[src/rtl/pixel_filter_stream.sv]
// pixel_filter_stream: three-stage point-wise RGB filter on a valid/ready
// stream. Filter configuration is latched on each accepted start-of-frame
// beat, so every pixel of a frame is processed with the same settings.
module pixel_filter_stream #(
    parameter int DATA_W    = 8,
    parameter int GAIN_W    = 8,
    parameter int GAIN_FRAC = 4,
    parameter int FCNT_W    = 16
) (
    input  logic              clk,
    input  logic              reset,
    input  logic              in_valid,
    output logic              in_ready,
    input  logic [DATA_W-1:0] in_r,
    input  logic [DATA_W-1:0] in_g,
    input  logic [DATA_W-1:0] in_b,
    input  logic              in_sof,
    input  logic              in_eol,
    input  logic [2:0]        cfg_mode,
    input  logic [GAIN_W-1:0] cfg_gain,
    input  logic [DATA_W-1:0] cfg_thresh,
    input  logic [2:0]        cfg_levels,
    output logic              out_valid,
    input  logic              out_ready,
    output logic [DATA_W-1:0] out_r,
    output logic [DATA_W-1:0] out_g,
    output logic [DATA_W-1:0] out_b,
    output logic              out_sof,
    output logic              out_eol,
    output logic [FCNT_W-1:0] frame_count,
    output logic [2:0]        active_mode
);

    localparam int PW = DATA_W + 8;          // coefficient product width
    localparam int SW = DATA_W + 10;         // weighted-sum width
    localparam int GW = DATA_W + GAIN_W;     // unsigned gain product width
    localparam int CW = DATA_W + GAIN_W + 2; // signed working width

    localparam logic [DATA_W-1:0]        MAX_C    = {DATA_W{1'b1}};
    localparam logic [DATA_W-1:0]        MID_C    = {1'b1, {(DATA_W-1){1'b0}}};
    localparam logic signed [CW-1:0]     ZERO_W   = {CW{1'b0}};
    localparam logic signed [CW-1:0]     MAX_W    = $signed({{(CW-DATA_W){1'b0}}, MAX_C});
    localparam logic signed [CW-1:0]     MID_W    = $signed({{(CW-DATA_W){1'b0}}, MID_C});
    localparam logic [GAIN_W-1:0]        GAIN_ONE = {{(GAIN_W-1){1'b0}}, 1'b1} << GAIN_FRAC;
    localparam logic [3:0]               LEV_DEF  = 4'(DATA_W);
    localparam logic [FCNT_W-1:0]        FCNT_ONE = {{(FCNT_W-1){1'b0}}, 1'b1};

    // Coefficients: 0..2 luma, 3..5 sepia red, 6..8 sepia green, 9..11 sepia blue.
    // Entry i always multiplies channel i % 3.
    function automatic logic [7:0] coef(input logic [3:0] idx);
        logic [7:0] c;
        case (idx)
            4'd0:    c = 8'd77;
            4'd1:    c = 8'd150;
            4'd2:    c = 8'd29;
            4'd3:    c = 8'd100;
            4'd4:    c = 8'd196;
            4'd5:    c = 8'd48;
            4'd6:    c = 8'd89;
            4'd7:    c = 8'd175;
            4'd8:    c = 8'd43;
            4'd9:    c = 8'd70;
            4'd10:   c = 8'd136;
            4'd11:   c = 8'd33;
            default: c = 8'd0;
        endcase
        return c;
    endfunction

    // Posterize level: 0 behaves as 1, anything wider than a channel keeps all bits.
    function automatic logic [3:0] lev_clamp(input logic [2:0] lv);
        logic [3:0] r;
        if (lv == 3'd0) r = 4'd1;
        else if ({1'b0, lv} > LEV_DEF) r = LEV_DEF;
        else r = {1'b0, lv};
        return r;
    endfunction

    // Mask keeping the top lv bits of a channel.
    function automatic logic [DATA_W-1:0] post_mask(input logic [3:0] lv);
        logic [DATA_W-1:0] m;
        for (int i = 0; i < DATA_W; i++) begin
            m[i] = (i >= (DATA_W - int'(lv)));
        end
        return m;
    endfunction

    // Saturate a signed working value into [0, MAX].
    function automatic logic [DATA_W-1:0] clamp_px(input logic signed [CW-1:0] v);
        logic [DATA_W-1:0] r;
        if (v < ZERO_W) r = {DATA_W{1'b0}};
        else if (v > MAX_W) r = MAX_C;
        else r = v[DATA_W-1:0];
        return r;
    endfunction

    logic                     en_s;
    logic [2:0]               shd_mode_r;
    logic [GAIN_W-1:0]        shd_gain_r;
    logic [DATA_W-1:0]        shd_thresh_r;
    logic [3:0]               shd_lev_r;
    logic [2:0]               eff_mode_s;
    logic [GAIN_W-1:0]        eff_gain_s;
    logic [DATA_W-1:0]        eff_thresh_s;
    logic [3:0]               eff_lev_s;
    logic [DATA_W-1:0]        pix_s    [0:2];
    logic [PW-1:0]            cprod_s  [0:11];
    logic [GW-1:0]            gprod_s  [0:2];
    logic signed [CW-1:0]     diff_s   [0:2];
    logic signed [CW-1:0]     dprod_s  [0:2];

    logic                     v1_r, sof1_r, eol1_r;
    logic [DATA_W-1:0]        pix1_r   [0:2];
    logic [2:0]               mode1_r;
    logic [DATA_W-1:0]        thresh1_r;
    logic [3:0]               lev1_r;
    logic [PW-1:0]            cprod1_r [0:11];
    logic [GW-1:0]            gprod1_r [0:2];
    logic signed [CW-1:0]     dprod1_r [0:2];

    logic [SW-1:0]            gray_s;
    logic [SW-1:0]            sep_s    [0:2];
    logic [DATA_W-1:0]        mask_s;
    logic                     thr_hit_s;
    logic signed [CW-1:0]     pre_s    [0:2];

    logic                     v2_r, sof2_r, eol2_r;
    logic signed [CW-1:0]     pre2_r   [0:2];

    assign en_s        = !out_valid || out_ready;
    assign in_ready    = en_s;
    assign active_mode = shd_mode_r;
    assign pix_s[0]    = in_r;
    assign pix_s[1]    = in_g;
    assign pix_s[2]    = in_b;

    // Config seen by the incoming beat: a sof beat uses the live inputs it loads.
    always_comb begin
        if (in_sof) begin
            eff_mode_s   = cfg_mode;
            eff_gain_s   = cfg_gain;
            eff_thresh_s = cfg_thresh;
            eff_lev_s    = lev_clamp(cfg_levels);
        end else begin
            eff_mode_s   = shd_mode_r;
            eff_gain_s   = shd_gain_r;
            eff_thresh_s = shd_thresh_r;
            eff_lev_s    = shd_lev_r;
        end
    end

    // Stage-1 multipliers: luma/sepia weights, gain and contrast products.
    always_comb begin
        for (int i = 0; i < 12; i++) begin
            cprod_s[i] = PW'(coef(4'(i))) * PW'(pix_s[i % 3]);
        end
        for (int c = 0; c < 3; c++) begin
            gprod_s[c] = GW'(pix_s[c]) * GW'(eff_gain_s);
            diff_s[c]  = $signed(CW'(pix_s[c])) - MID_W;
            dprod_s[c] = diff_s[c] * $signed(CW'(eff_gain_s));
        end
    end

    // Frame config shadow and frame counter, loaded on every accepted sof.
    always_ff @(posedge clk) begin
        if (reset) begin
            shd_mode_r   <= 3'd0;
            shd_gain_r   <= GAIN_ONE;
            shd_thresh_r <= MID_C;
            shd_lev_r    <= LEV_DEF;
            frame_count  <= {FCNT_W{1'b0}};
        end else if (in_valid && en_s && in_sof) begin
            shd_mode_r   <= cfg_mode;
            shd_gain_r   <= cfg_gain;
            shd_thresh_r <= cfg_thresh;
            shd_lev_r    <= lev_clamp(cfg_levels);
            frame_count  <= frame_count + FCNT_ONE;
        end
    end

    // Stage 1: capture pixel, sidebands, per-beat config and products.
    always_ff @(posedge clk) begin
        if (reset) begin
            v1_r      <= 1'b0;
            sof1_r    <= 1'b0;
            eol1_r    <= 1'b0;
            mode1_r   <= 3'd0;
            thresh1_r <= {DATA_W{1'b0}};
            lev1_r    <= 4'd0;
            for (int i = 0; i < 12; i++) cprod1_r[i] <= {PW{1'b0}};
            for (int c = 0; c < 3; c++) begin
                pix1_r[c]   <= {DATA_W{1'b0}};
                gprod1_r[c] <= {GW{1'b0}};
                dprod1_r[c] <= ZERO_W;
            end
        end else if (en_s) begin
            v1_r      <= in_valid;
            sof1_r    <= in_valid && in_sof;
            eol1_r    <= in_valid && in_eol;
            mode1_r   <= eff_mode_s;
            thresh1_r <= eff_thresh_s;
            lev1_r    <= eff_lev_s;
            for (int i = 0; i < 12; i++) cprod1_r[i] <= cprod_s[i];
            for (int c = 0; c < 3; c++) begin
                pix1_r[c]   <= pix_s[c];
                gprod1_r[c] <= gprod_s[c];
                dprod1_r[c] <= dprod_s[c];
            end
        end
    end

    // Stage-2 sums and per-mode pre-clamp selection.
    always_comb begin
        gray_s    = (SW'(cprod1_r[0]) + SW'(cprod1_r[1]) + SW'(cprod1_r[2])) >> 4'd8;
        mask_s    = post_mask(lev1_r);
        thr_hit_s = (gray_s >= SW'(thresh1_r));
        for (int c = 0; c < 3; c++) begin
            sep_s[c] = (SW'(cprod1_r[3 + 3*c]) + SW'(cprod1_r[4 + 3*c])
                        + SW'(cprod1_r[5 + 3*c])) >> 4'd8;
            case (mode1_r)
                3'd0:    pre_s[c] = $signed(CW'(pix1_r[c]));
                3'd1:    pre_s[c] = $signed(CW'(gray_s));
                3'd2:    pre_s[c] = $signed(CW'(MAX_C - pix1_r[c]));
                3'd3:    pre_s[c] = $signed(CW'(sep_s[c]));
                3'd4:    pre_s[c] = $signed(CW'(gprod1_r[c] >> GAIN_FRAC));
                3'd5:    pre_s[c] = (dprod1_r[c] >>> GAIN_FRAC) + MID_W;
                3'd6:    pre_s[c] = thr_hit_s ? MAX_W : ZERO_W;
                3'd7:    pre_s[c] = $signed(CW'(pix1_r[c] & mask_s));
                default: pre_s[c] = ZERO_W;
            endcase
        end
    end

    // Stage 2: hold the unclamped result with its sidebands.
    always_ff @(posedge clk) begin
        if (reset) begin
            v2_r   <= 1'b0;
            sof2_r <= 1'b0;
            eol2_r <= 1'b0;
            for (int c = 0; c < 3; c++) pre2_r[c] <= ZERO_W;
        end else if (en_s) begin
            v2_r   <= v1_r;
            sof2_r <= sof1_r;
            eol2_r <= eol1_r;
            for (int c = 0; c < 3; c++) pre2_r[c] <= pre_s[c];
        end
    end

    // Stage 3: saturate and drive the registered output beat.
    always_ff @(posedge clk) begin
        if (reset) begin
            out_valid <= 1'b0;
            out_sof   <= 1'b0;
            out_eol   <= 1'b0;
            out_r     <= {DATA_W{1'b0}};
            out_g     <= {DATA_W{1'b0}};
            out_b     <= {DATA_W{1'b0}};
        end else if (en_s) begin
            out_valid <= v2_r;
            out_sof   <= sof2_r;
            out_eol   <= eol2_r;
            out_r     <= clamp_px(pre2_r[0]);
            out_g     <= clamp_px(pre2_r[1]);
            out_b     <= clamp_px(pre2_r[2]);
        end
    end

endmodule

[config.mk]
export PLATFORM = sky130hd
export DESIGN_NAME = pixel_filter_stream
export DESIGN_NICKNAME = d
export VERILOG_FILES = /design/src/rtl/pixel_filter_stream.sv
export SDC_FILE = /design/constraint.sdc
export NUM_CORES = 2
export LEC_CHECK = 0
export CELL_PAD_IN_SITES_DETAIL_PLACEMENT = 0
export CELL_PAD_IN_SITES_GLOBAL_PLACEMENT = 1
export CORE_MARGIN = 4
export CORE_UTILIZATION = 30
export DETAILED_ROUTE_END_ITERATION = 12
export PLACE_DENSITY = 0.61
export SYNTH_ARGS = -nofsm -noshare
export SYNTH_HDL_FRONTEND = slang
export SYNTH_SLANG_ARGS = --single-unit
[constraint.sdc]
create_clock -name clk -period 25.9 [get_ports clk]
set_input_delay 3.885 -clock clk [delete_from_list [all_inputs] [get_ports clk]]
set_output_delay 3.885 -clock clk [all_outputs]
set_load 0.05 [all_outputs]
# Word level (Yosys, flattened, before mapping)
# Memories as Yosys holds them, arrays and structs flattened.
# Cells that the tools add are included.
# classes
n_reduce_logical	8
n_lt_le_gt_ge	16
eq_ne	7
mul	18
bitwise_logic	27
add_sub_neg	19
muxes	45
# op_table
cell	count
18-bit one-hot mux with 8 select lines	3
16-bit 2-to-1 mux	15
18-bit 2-to-1 mux	6
8-bit 2-to-1 mux	12
17-bit by 16-bit adder with 18-bit output	4
16-bit by 16-bit adder with 17-bit output	4
6-bit by 8-bit multiplier with 14-bit output (first input constant)	4
18-bit by 9-bit > comparator with 1-bit output (second input constant)	3
18-bit by 1-bit less-than comparator with 1-bit output (second input constant)	3
9-bit by 9-bit multiplier with 18-bit output	3
8-bit by 8-bit multiplier with 16-bit output	3
14-bit by 9-bit adder with 15-bit output (second input constant)	3
7-bit by 8-bit multiplier with 15-bit output (first input constant)	3
5-bit by 8-bit multiplier with 13-bit output (first input constant)	3
8-bit by 8-bit subtractor with 9-bit output (first input constant)	3
8-bit by 8-bit subtractor with 9-bit output (second input constant)	3
8-bit AND	3
1-bit OR	24
4-bit by 5-bit >= comparator with 1-bit output (first input constant)	4
16-bit by 1-bit adder with 16-bit output (second input constant)	1
8-bit by 8-bit multiplier with 16-bit output (first input constant)	1
3-bit equality test (second input constant)	4
4-bit 2-to-1 mux	3
10-bit by 8-bit >= comparator with 1-bit output	1
14 further kinds	24
# word_totals
output_inout_bits	47
n_memories	5
in_bits	52
elab_cells	165
register_bits	87
ramBits	372
# mem_list
memory	words	word_bits	rd	rd_clocked_by_memory_dff	write_ports	line	rtl
cprod1_r	12	16	12	0	12	117	logic [PW-1:0] cprod1_r [0:11];
dprod1_r	3	18	3	0	3	119	logic signed [CW-1:0] dprod1_r [0:2];
pre2_r	3	18	3	0	3	128	logic signed [CW-1:0] pre2_r [0:2];
gprod1_r	3	16	3	0	3	118	logic [GW-1:0] gprod1_r [0:2];
pix1_r	3	8	3	0	3	113	logic [DATA_W-1:0] pix1_r [0:2];

# Logic depth before layout (Yosys ltp)
# An unclocked memory read counts as a cell.
# logic_depth
word_depth	7
mapped_depth	22
mapped_depth_nobuf	19

# Least setup slack after synthesis
# OpenSTA, ideal clock, no wires.
# synth_path
kind	in2reg
from	input reset
to	memory cprod1_r[0][10] (netlist name) (enable)
setup_slack_ns	13.926
setup_time_ns	0.700
path_stages	3
n_path_buf	2
t_arrival_ns	11.274
t_required_ns	25.200
cell_sequence	clkbuf_1 clkbuf_1 nand2b_1
# synth_lines
element	line	rtl
start, declared	11	input logic reset,
end, declared	117	

# Worst setup path in the final report
# layout_path
from	input out_ready
to	output in_ready
# layout_between
elab_chain_len	1
# layout_lines
element	line	rtl
start, declared	24	input logic out_ready,
1-bit logical OR	130	assign en_s = !out_valid || out_ready;
end, declared	13	output logic in_ready,
# No other way between the ends.

==> results.md <==
* Post-synthesis cell type count at 86
* TritonRoute pass-1 iters at 5
* Mapped Cells at 3844
* Largest net degree at the start of global routing at 161
* TritonCTS buffer count at 47
* Final setup fails at 0
* Post-route DRC at 0
* Starting density of the core at 30.36%
* Core Box Area at 126200 sq um
* Total track usage at 17.95%
* Peak per-stage delay on the critical path at 0.75 ns
* VDD IR max at 0.04432 mV
* Vias in the first global route at 28214
* Fmax at 98.54 MHz
* RSZ-0062 raised after global routing: no
* Synth Area in XOR/XNOR at 4.319%
* Syn avg cell area at 9.971 sq um
* Share of layout cells above drive strength 1 at 4.570%
* CTS tree: yes
* Compound-cell area share of the yosys netlist at 9.617%
* Layout area overhead at 12.25%
* Final ANT Viol Nets at 0
* Worst-path clk slew at 0.06 ns
* Kind of cell adding the most delay to the critical path: buffers and inverters
* Critical Path End Type: output pin
* Fin. Hold Viols at 0
* DP Wirelength at 91950 um
* Sum Neg Setup Slack at 0 ns
* Root buf cell: clkbuf_16
* Post-synth EDFFs at 287
* Commonest non-fill, non-tap cell in the layout: inv_1
* Worst slew margin at 20.70%
* PD cells at 81.51 nW/um^2
* Critical path arrival at 6.26 ns
* Mapped cell area at 38330 sq um
* Via density at 4.866
* Ys async rst share at 0%
* Outcome: finished clean
* Hold slack at 0.4504 ns
* Main combinational cell family by area after synthesis: adder cells
* Final Max Slew Viols at 0
* Iteration-0 DRC Markers at 1772
* Final RePlAce weighted congestion at 0.8804
* Net Count, Synth at 4834
* Clock Skew at 0.03308 ns
* Simple-gate share of the synthesized area at 12.33%
* Hold Path Class: flip-flop to flip-flop
* Sink Count at 374
* CP Cell Sequence: clkdlybuf4s50_1 > nor2b_4 > buf_4 > inv_1 > buf_4 > clkdlybuf4s50_1
* Vias at 27329
* Clock buffer depth at 3
* Critical Path Start Type: primary input
* Grt total ovfl at 0
* CTS resizes at 0
* Die Footprint at 133500 sq um
* Critical-path top delay cell: clkdlybuf4s50_1
* Post-synthesis sequential area ratio at 27.03%
* Initial antenna violation count at 5
* Worst-margin pin slew at 1.166 ns
* Synth Area in Adders at 38.38%
* Die Y at 365.4 um
* Drt total wl at 118500 um
* Final Util at 34.09%
* NumNets Final at 4915
* Worst EP required at 22.01 ns
* First-pass GRT wire length at 179100 um
* H-tree Lvls at 2
* Die X at 365.4 um
* Ys flop type: edfxtp_1
* Top-level port count at 99
* Mux cell area share after synthesis at 1.511%
* Most frequent cells in the layout: inv_1, ha_1, nor2_1
* Final min period at 10.15 ns
* Input/output buffers at 98
* Crit-path max FO at 68
* Post-CTS Setup Repair Bufs at 0
* Rows at 130
* Drt wl/cell at 21.09 um
* Skew-Pair Late Insertion Delay at 0.62 ns
* Max-cap violation count at 0
* Synthesized flop and latch total at 374
* Static leakage at 20.40 nW
* CP Class: primary input to output pin
* WP buf/inv at 5
* Yosys Warn Count at 0
* Hold Buf Count CTS at 0
* Final Cycle Share at 39.18%
## worst min-delay path: stages (launching register included)
cell     delay (ns)
dfxtp_1        0.31
nand2_1        0.05
a21oi_1        0.05
## final cells by class
cell class	count	area [sq um]
sequential	374	10360
inverter	588	2207
multi-input combinational	2778	25430
tap	1650	2064
timing repair buffer	136	1271
clock buffer	63	1434
clock inverter	22	245.2
fill	12884	83200
antenna	5	12.51
## final timing paths
check,from,to,slack (ns),cells past startpoint
worst max-delay path,out_ready,in_ready,15.75,6
worst min-delay path,v1_r$_SDFFE_PP0N_,v1_r$_SDFFE_PP0N_,0.45,2
worst max register to register,cprod1_r[1][5]$_SDFFCE_PN0P_,pre2_r[0][43]$_SDFFCE_PN0P_,20.06,18
worst min register to register,v1_r$_SDFFE_PP0N_,v1_r$_SDFFE_PP0N_,0.45,2
## state kept, by name, indices dropped and copies added (netlist names), 3 cells and up
| register | flops |
|---|---|
| cprod1_r | 141 |
| pre2_r | 45 |
| dprod1_r | 42 |
| gprod1_r | 36 |
| pix1_r | 23 |
| frame_count | 16 |
| out_b | 8 |
| out_g | 8 |
| out_r | 8 |
| shd_gain_r | 8 |
| shd_thresh_r | 8 |
| thresh1_r | 8 |
| lev1_r | 4 |
| shd_lev_r | 4 |
| active_mode | 3 |
| mode1_r | 3 |
## report_power, final
part / leakage (nW) / internal, mW / switching [mW]
combinational: 15.5 / 0.764 / 1.14
clock: 0.827 / 0.437 / 0.283
sequential: 4.06 / 0.803 / 0.0774
## through the flow
step / cells / total power, mW / cell area, sq um / worst slack, ns
floorplan: 3844 / 2.228 / 38330 / 13.93
finish: 5616 / 3.507 / 43020 / 15.75
global placement: 5526 / 2.802 / 41330 / 15.66
CTS: 5611 / 3.547 / 43010 / 15.68
detailed placement: 5526 / 2.801 / 41330 / 15.68
global route: 5612 / 3.815 / 43010 / 15.60
## Yosys cell counts (21+ instances only)
cell,number,area [sq um]
inv_1,579,2173
ha_1,542,6782
nor2_1,427,1603
fa_1,396,7928
edfxtp_1,287,8618
a21oi_1,216,1081
nand2_1,200,750.7
xnor2_1,116,1016
nor3_1,88,440.4
dfxtp_1,87,1742
o21ai_0,86,430.4
clkbuf_1,83,311.6
and2_1,82,513.0
xor2_1,73,639.4
nor2b_1,67,419.2
a21o_1,56,420.4
mux2i_1,50,500.5
a211oi_1,38,285.3
nand3_1,34,170.2
nand2b_1,30,187.7
o22ai_1,25,156.4
o21bai_1,24,180.2
or3_1,23,143.9
and3_1,21,131.4
## cells by family (layout without fill, tap and decap cells)
| group | count (synthesis) | after routing |
|---|---|---|
| xor gates and xnor gates | 189 | 189 |
| DFF | 374 | 374 |
| AOI/OAI and AO/OA | 571 | 571 |
| and+or+nand+nor | 1023 | 1023 |
| muxes | 57 | 57 |
| buffers and inverters | 692 | 809 |
| other | 0 | 5 |
| adders and majority gates | 938 | 938 |
## per-layer routing
layer / vias to the layer above / routed length [um] / global-route usage (%)
li1: 13023 / - / -
met1: 13643 / 53570 / 23.99
met2: 536 / 57470 / 31.22
met3: 125 / 4702 / 1.945
met4: 2 / 2698 / 4.165
met5: - / 13 / 0
(Power assumes the default switching activity.)
